## config.mk

```make
export PLATFORM = sky130hd
export DESIGN_NAME = id_operand_sched
export DESIGN_NICKNAME = d
export VERILOG_FILES = /design/src/rtl/id_operand_sched.sv
export SDC_FILE = /design/constraint.sdc
export NUM_CORES = 1
export LEC_CHECK = 0
export ABC_AREA = 1
export CORE_ASPECT_RATIO = 0.8
export CORE_MARGIN = 2
export CORE_UTILIZATION = 43
export CTS_BUF_LIST = sky130_fd_sc_hd__clkbuf_4 sky130_fd_sc_hd__clkbuf_8
export CTS_CLUSTER_DIAMETER = 200
export CTS_CLUSTER_SIZE = 25
export DETAILED_ROUTE_END_ITERATION = 6
export PLACE_DENSITY = 0.95
export SLEW_MARGIN = 20
export SYNTH_ARGS = -nofsm -noshare
export SYNTH_HDL_FRONTEND = slang
export SYNTH_SLANG_ARGS = --single-unit
```

## constraint.sdc

```tcl
create_clock -name clk -period 2.3 [get_ports clk]
set_clock_uncertainty 0.05 [all_clocks]
set_input_delay 0.345 -clock clk [delete_from_list [all_inputs] [get_ports clk]]
set_output_delay 0.345 -clock clk [all_outputs]
set_load 0.03 [all_outputs]
```

## src/rtl/id_operand_sched.sv

```systemverilog
// Decode-stage operand scheduler: forwarding select, load-use stall, registered ID/EX stage.
// Define ID_STALL_CNT_EN to add the saturating stall_total_o cycle counter.
module id_operand_sched #(
    parameter int DATA_W    = 32,
    parameter int RADDR_W   = 5,
    parameter int NFWD      = 2,
    parameter int MAX_STALL = 15
) (
    input  logic                    clk,
    input  logic                    rst,
    input  logic                    flush_i,
    input  logic                    id_valid_i,
    output logic                    id_ready_o,
    input  logic [RADDR_W-1:0]      id_rs_i,
    input  logic [RADDR_W-1:0]      id_rt_i,
    input  logic                    id_rd1_en_i,
    input  logic                    id_rd2_en_i,
    input  logic [DATA_W-1:0]       id_imm_i,
    input  logic [7:0]              id_aluop_i,
    input  logic [2:0]              id_alusel_i,
    input  logic [RADDR_W-1:0]      id_wd_i,
    input  logic                    id_wreg_i,
    output logic [RADDR_W-1:0]      rf_raddr1_o,
    output logic [RADDR_W-1:0]      rf_raddr2_o,
    output logic                    rf_re1_o,
    output logic                    rf_re2_o,
    input  logic [DATA_W-1:0]       rf_rdata1_i,
    input  logic [DATA_W-1:0]       rf_rdata2_i,
    input  logic [NFWD-1:0]         fwd_we_i,
    input  logic [NFWD-1:0]         fwd_rdy_i,
    input  logic [NFWD*RADDR_W-1:0] fwd_addr_i,
    input  logic [NFWD*DATA_W-1:0]  fwd_data_i,
    output logic                    ex_valid_o,
    input  logic                    ex_ready_i,
    output logic [DATA_W-1:0]       ex_op1_o,
    output logic [DATA_W-1:0]       ex_op2_o,
    output logic [7:0]              ex_aluop_o,
    output logic [2:0]              ex_alusel_o,
    output logic [RADDR_W-1:0]      ex_wd_o,
    output logic                    ex_wreg_o,
    output logic                    stall_o,
    output logic                    hazard_timeout_o
`ifdef ID_STALL_CNT_EN
    ,
    output logic [15:0]             stall_total_o
`endif
);

    localparam int CNT_W = (MAX_STALL > 0) ? $clog2(MAX_STALL + 1) : 1;

    typedef enum logic {RUN, DEP} state_t;

    state_t             state_q, state_d;
    logic [CNT_W-1:0]   cnt_q, cnt_d;
    logic               timeout_d;
    logic [DATA_W:0]    res1, res2;
    logic               adv;
    logic               accept;

    // Returns {hazard, value}; the first matching source from index 0 wins and hides older ones.
    function automatic logic [DATA_W:0] resolve(input logic [RADDR_W-1:0] addr,
                                                input logic               en,
                                                input logic [DATA_W-1:0]  rf_data);
        logic              found;
        logic              haz;
        logic [DATA_W-1:0] val;
        found = 1'b0;
        haz   = 1'b0;
        val   = rf_data;
        if (!en) begin
            val = id_imm_i;
        end else if (addr == '0) begin
            val = '0;
        end else begin
            for (int unsigned k = 0; k < NFWD; k++) begin
                if (!found && fwd_we_i[k] && (fwd_addr_i[k*RADDR_W +: RADDR_W] == addr)) begin
                    found = 1'b1;
                    haz   = !fwd_rdy_i[k];
                    val   = fwd_data_i[k*DATA_W +: DATA_W];
                end
            end
        end
        return {haz, val};
    endfunction

    always_comb begin
        res1       = resolve(id_rs_i, id_rd1_en_i, rf_rdata1_i);
        res2       = resolve(id_rt_i, id_rd2_en_i, rf_rdata2_i);
        stall_o    = id_valid_i & (res1[DATA_W] | res2[DATA_W]) & ~flush_i;
        adv        = ~ex_valid_o | ex_ready_i;
        id_ready_o = adv & ~stall_o & ~flush_i;
        accept     = adv & id_valid_i & ~stall_o;
    end

    assign rf_raddr1_o = id_rs_i;
    assign rf_raddr2_o = id_rt_i;
    assign rf_re1_o    = id_rd1_en_i & id_valid_i;
    assign rf_re2_o    = id_rd2_en_i & id_valid_i;

    always_ff @(posedge clk) begin
        if (rst) begin
            ex_valid_o  <= 1'b0;
            ex_op1_o    <= '0;
            ex_op2_o    <= '0;
            ex_aluop_o  <= '0;
            ex_alusel_o <= '0;
            ex_wd_o     <= '0;
            ex_wreg_o   <= 1'b0;
        end else if (flush_i) begin
            ex_valid_o <= 1'b0;
        end else if (accept) begin
            ex_valid_o  <= 1'b1;
            ex_op1_o    <= res1[DATA_W-1:0];
            ex_op2_o    <= res2[DATA_W-1:0];
            ex_aluop_o  <= id_aluop_i;
            ex_alusel_o <= id_alusel_i;
            ex_wd_o     <= id_wd_i;
            ex_wreg_o   <= id_wreg_i;
        end else if (adv) begin
            ex_valid_o <= 1'b0;
        end
    end

    always_comb begin
        state_d   = state_q;
        cnt_d     = cnt_q;
        timeout_d = hazard_timeout_o;
        case (state_q)
            RUN: begin
                if (stall_o) begin
                    state_d = DEP;
                    cnt_d   = '0;
                end
            end
            DEP: begin
                if (!stall_o || flush_i) begin
                    state_d = RUN;
                end else begin
                    if (cnt_q != CNT_W'(MAX_STALL)) cnt_d = cnt_q + CNT_W'(1);
                    if (cnt_d == CNT_W'(MAX_STALL)) timeout_d = 1'b1;
                end
            end
            default: state_d = RUN;
        endcase
    end

    always_ff @(posedge clk) begin
        if (rst) begin
            state_q          <= RUN;
            cnt_q            <= '0;
            hazard_timeout_o <= 1'b0;
        end else begin
            state_q          <= state_d;
            cnt_q            <= cnt_d;
            hazard_timeout_o <= timeout_d;
        end
    end

`ifdef ID_STALL_CNT_EN
    always_ff @(posedge clk) begin
        if (rst) begin
            stall_total_o <= '0;
        end else if (stall_o && (stall_total_o != '1)) begin
            stall_total_o <= stall_total_o + 16'd1;
        end
    end
`endif

endmodule

```

Word-level counts from Yosys, hierarchy flattened

Cells that the tools add are included.

Add/subtract/negate cells: 1
Eq/ne operators: 8
Muxes and demuxes: 33
Bitwise gates (word level): 15
Reduce and logical (&&, ||, !) cells: 19

Operator list:

| operator                                                       | count |
|---|---|
| 32-bit 2-to-1 mux                                              | 8 |
| 5-bit == test                                                  | 4 |
| 4-bit 2-to-1 mux                                               | 5 |
| 1-bit 2-to-1 mux                                               | 18 |
| 5-bit logical NOT                                              | 2 |
| 1-bit AND                                                      | 8 |
| 4-bit one-hot mux with 2 select lines                          | 1 |
| 1-bit logical AND                                              | 6 |
| 1-bit logical NOT                                              | 5 |
| 1-bit NOT                                                      | 5 |
| 4-bit by 1-bit adder with 4-bit output (second input constant) | 1 |
| 4-bit == test (second input constant)                          | 1 |
| 2-bit inequality test (second input constant)                  | 2 |
| 4-bit inequality test (second input constant)                  | 1 |
| 2-bit AND reduction                                            | 2 |
| 3-bit AND reduction                                            | 1 |
| 1-bit bitwise OR                                               | 2 |
| 1-bit one-hot mux with 2 select lines                          | 1 |
| 2-bit nonzero test                                             | 1 |
| 2-bit OR reduction                                             | 1 |
| 1-bit logical OR                                               | 1 |

Flip-flop bits (word level): 88
Bits of input ports: 208
Output and inout port bits: 97
Word-level logic and storage cells: 86

Depth between registers and ports, before layout

Gate-level depths: netlist of run 1.

Word-level depth: 20
Gate-level depth with buffers: 15
Depth with buffers taken out: 13

Least setup slack after synthesis of run 1

No wires, ideal clock.

Path type: input to output
Start: in id_rt_i[0]
End: out id_ready_o
Arrival time: 2.180 ns
Setup slack: -0.275 ns
Cell stages on the path: 9
Path buffers: 0
Cell sequence: inv_1 nand4_1 o21ai_0 clkinv_1 nand2_2 nand2_1 nand2_1 inv_1 nor3_1

Word-level cells in the longest chain between the ends: 17

RTL lines:

| item                           | line | RTL |
|---|---|---|
| start, declared                | 15   | `input logic [RADDR_W-1:0] id_rt_i,` |
| 5-bit == test                  | 76   | `if (!found && fwd_we_i[k] && (fwd_addr_i[k*RADDR_W +: RADDR_W] == addr)) begin` |
| 1-bit logical AND              | 76   |  |
| 1-bit 2-to-1 mux               | 76   |  |
| 1-bit 2-to-1 mux               | 72   | `end else if (addr == '0) begin` |
| 1-bit 2-to-1 mux               | 70   | `if (!en) begin` |
| 1-bit logical NOT              | 76   |  |
| 1-bit logical AND (2 in a row) | 76   |  |
| 1-bit 2-to-1 mux               | 76   |  |
| 1-bit 2-to-1 mux (*)           | 72   |  |
| 1-bit 2-to-1 mux (*)           | 70   |  |
| 1-bit bitwise OR (*)           | 89   | `stall_o = id_valid_i & (res1[DATA_W] \| res2[DATA_W]) & ~flush_i;` |
| 1-bit AND (*) (2 in a row)     | 89   |  |
| via stall_o                    | 41   | `output logic stall_o,` |
| 1-bit NOT (*)                  | 91   | `id_ready_o = adv & ~stall_o & ~flush_i;` |
| 1-bit AND (*) (2 in a row)     | 91   |  |
| end, declared                  | 13   | `output logic id_ready_o,` |

The timed path passes the listed nets; every way through them passes the cells marked *. The select of a mux whose other input is x is not followed.

Final worst setup path of run 1

Start: in fwd_addr_i[1]
End: out id_ready_o

Word-level cells in the longest chain between the ends: 17

RTL lines:

| item                           | line | RTL |
|---|---|---|
| start, declared                | 31   | `input logic [NFWD*RADDR_W-1:0] fwd_addr_i,` |
| 5-bit == test                  | 76   |  |
| 1-bit logical AND              | 76   |  |
| 1-bit 2-to-1 mux               | 76   |  |
| 1-bit 2-to-1 mux               | 72   |  |
| 1-bit 2-to-1 mux               | 70   |  |
| 1-bit logical NOT              | 76   |  |
| 1-bit logical AND (2 in a row) | 76   |  |
| 1-bit 2-to-1 mux               | 76   |  |
| 1-bit 2-to-1 mux               | 72   |  |
| 1-bit 2-to-1 mux               | 70   |  |
| 1-bit bitwise OR (*)           | 89   |  |
| 1-bit AND (*) (2 in a row)     | 89   |  |
| 1-bit NOT (*)                  | 91   |  |
| 1-bit AND (*) (2 in a row)     | 91   |  |

Mark *: on every way between the ends. The rest lies on a longest branch, timed or not. The select of a mux whose other input is x is not followed.

==> results of run 1 <==
[cell families (layout without fill, tap and decap cells)]
group | Yosys count | in the layout | synth area share
other | 0 | 1 | 0
and+or+nand+nor | 720 | 720 | 0.443
adders and majority gates | 1 | 1 | 0.00193
DFF | 88 | 88 | 0.272
AOI/OAI and AO/OA | 162 | 162 | 0.126
xor gates and xnor gates | 1 | 1 | 0.00135
buffers and inverters | 239 | 544 | 0.156
[worst register-to-register path, stage by stage, from the launching register on]
cell     delay [ns]
dfxtp_1        0.41
ha_1           0.21
nand3_1        0.16
o21ai_0        0.26
nand2_1        0.08
nor3_1         0.22
nand4_1        0.12
a21oi_1        0.14
[layout make-up]
cell class              count  area (µm²)
clock buffers              11         151
clock inverters             5        63.8
diodes                      1        2.50
well taps                 189         236
multi-input cells         884        3760
fillers                  1331        4690
flip-flops and latches     88        1760
repair buffers            367        3590
inverters                 161         604
[worst max-delay path by stage]
stage	endpoint	start	depth (start not counted)	slack (ns)
2_1_floorplan	id_ready_o	id_rt_i[0]	9	0.08
3_3_place_gp	id_ready_o	id_rt_i[4]	12	-0.29
3_5_place_dp	id_ready_o	id_rt_i[4]	12	-0.35
4_1_cts	id_ready_o	fwd_addr_i[1]	14	0.04
5_1_grt	id_ready_o	fwd_addr_i[1]	14	0.003
6_report	id_ready_o	fwd_addr_i[1]	14	0.06
[sequential cells by signal, indices dropped and copies added, names as in the netlist]
register          cells
ex_op1_o             32
ex_op2_o             32
ex_aluop_o            8
ex_wd_o               5
cnt_q                 4
ex_alusel_o           3
ex_valid_o            1
ex_wreg_o             1
hazard_timeout_o      1
state_q               1
[cells in the mapped netlist (5+ instances only)]
| master | instances | area share |
|---|---|---|
| nand2_1 | 531 | 0.31 |
| nand4_1 | 22 | 0.021 |
| inv_2 | 5 | 0.0029 |
| o21ai_0 | 132 | 0.10 |
| buf_4 | 10 | 0.012 |
| inv_1 | 154 | 0.089 |
| nand3_1 | 8 | 0.0062 |
| buf_2 | 17 | 0.013 |
| buf_6 | 7 | 0.012 |
| nor2_1 | 126 | 0.073 |
| dfxtp_1 | 88 | 0.27 |
| a21oi_1 | 26 | 0.020 |
| clkbuf_1 | 42 | 0.024 |
| nor2_2 | 19 | 0.018 |
[where the power goes]
part | internal (µW) | total (µW) | switching, µW
registers | 1620 | 1680 | 56.1
clock network | 570 | 1180 | 614
logic | 763 | 1640 | 876
total | 2950 | 4500 | 1550
[stage by stage]
step	setup TNS [ns]	power [µW]	cell area, µm²	worst slack (ns)
after detailed placement	-19.13	3320	9890	-0.349
after global routing	0	4730	10200	0.00282
after global placement	-14.65	3300	9890	-0.287
after floorplan	0	2520	6490	0.0811
final	0	4500	10200	0.0641
after CTS	0	4500	10200	0.0407
[routing by layer]
| layer | GRT usage | vias up |
|---|---|---|
| met4 | 0.131 | 0 |
| met5 | 0 | - |
| li1 | - | 4240 |
| met2 | 0.571 | 465 |
| met3 | 0.0919 | 81 |
| met1 | 0.370 | 3850 |
[timing repair]
action | in CTS | in global routing
gates cloned | 0 | 0
pin swaps | 13 | 8
gates resized for setup | 38 | 16
setup endpoints to repair | 2 | 2
setup buffers | 9 | 0
==> impl_metrics.csv, run 1 <==
group,metric,value,unit
clock_network,cts_made_buffers,9,
critical_path,cp.buffers_inverters,4,
critical_path,worstPathArrival,1.84,ns
critical_path,critPathMostFrequentCell,"nand2_2",
pwr,p_per_area,442,mW/mm²
clock_network,clock_sinks,88,
timing,final_max_slew_viol_count,0,
clock_network,clk_pin_slew,0.09,ns
run_status,status,"completed",
job,cap_violations,0,
timing,worst_pin_slew,0.523,ns
logic_synthesis,ys_warn_count,0,
logic_synthesis,synthFlopType,"dfxtp_1",
place,gp_congestion,0.946,
critical_path,crit_path_top_delay_cell,"dlygate4sd2_1",
hold_path,worstHoldPathType,"register to register",
logic_synthesis,synth_cell_type_count,29,
final_layout,drive_gt1_frac,0.0904,
place,placedCellCount,1680,
routing,routed.top_layer,"met4",
routing,drc,0,
critical_path,critical_path.max_fanout,3,
final_layout,final_cells,1706,
routing,viasPerCell,5.06,
pwr,p_leak,0.00499,µW
die,fp.dieH,114,µm
timing,setup_viol,0,
die,ios,305,
global_routing,grt_pass1_wl,41.2,mm
global_routing,grt_pass1_vias,8417,
die,num_rows,40,
critical_path,regToRegEndpoint,"hazard_timeout_o",
final_layout,final_cell_mix,"529 x nand2_1, 280 x clkdlybuf4s50_1, 147 x inv_1",
clock_network,clock_path_buffers,2,
critical_path,crit_type,"primary input to output port",
die,dieArea,0.0161,mm²
critical_path,path_cells,"dlygate4sd2_1 > inv_1 > nand2_1 > o21ai_0 > nor2_2 > nand3_2 > nand3_1 > nand2_1 > nand2_2 > nand2_2 > nand2_2 > inv_2 > nor3_4 > buf_6",
hold_path,worstHoldStart,"ex_alusel_o[0]",
hold_path,min_path_cells,2,
clock_network,clock_latency,0.38,ns
routing,drt-total-wl,26.5,mm
routing,wl_met2,12.5,mm
critical_path,endpoint_kind,"output port",
timing,period_minus_slack,2.24,ns
pwr,ir_worst_vdd,315,µV
critical_path,cp-start-kind,"primary input",
die,die_w,141,µm
final_layout,area_delta_synth_final,57.0,%
die,start_util,0.436,
timing,rsz0062_at_grt,"false",
critical_path,reg2reg_slack,0.58,ns
critical_path,worstRegToRegCells,7,
routing,antenna_left,0,
clock_network,hold_buffers,0,
timing,slew_headroom,0.651,
global_routing,overflow,0,
global_routing,grt_usage,0.323,
logic_synthesis,synthArstFlopShare,0,
clock_network,htree_levels,3,
hold_path,whs_endpoint,"ex_alusel_o[0]",
timing,min_period_over_period,0.972,
global_routing,grt_start_max_net_pins,44,
critical_path,reg2reg_from,"cnt_q[0]",
final_layout,final_common_cell,"nand2_1",
critical_path,cp.required,1.90,ns
routing,first_iter_violations,606,
logic_synthesis,syn_nets,1420,
die,core,0.0149,mm²
logic_synthesis,synth-seq-area-share,0.272,
logic_synthesis,ys_ff_latch,88,
logic_synthesis,syn-cell-area,0.00648,mm²
critical_path,critPathTopFamily,"simple AND/OR/NAND/NOR gates",
logic_synthesis,syn_avg_cell_area,5.35,µm²
routing,met3WireLength,2.71,mm
clock_network,tritoncts,"yes",
final_layout,num-nets-final,1720,
critical_path,crit_path_max_incr_delay,0.27,ns
timing,fin_hold_ws,0.420,ns
routing,avgRoutedWirePerCell,15.5,µm
place,hpwl,19.9,mm
routing,wl_met1,10.3,mm
logic_synthesis,syn-instance-count,1211,
routing,vias,8636,
timing,hold_viol_final,0,
clock_network,root_buffer,"clkbuf_8",
final_layout,post-route-util,0.684,
place,port-buffer-count,304,
routing,drtPass1Iterations,5,
timing,fmax,447,MHz
global_routing,antenna_found_initial,1,
logic_synthesis,synth_edf_count,0,
(Power assumes the default switching activity.)
==> run 2: changes to the inputs <==
SLEW_MARGIN = 5   (was 20)
==> results of run 2 <==
Same layout as run 1: the final DEF is identical, and so are final timing and power.
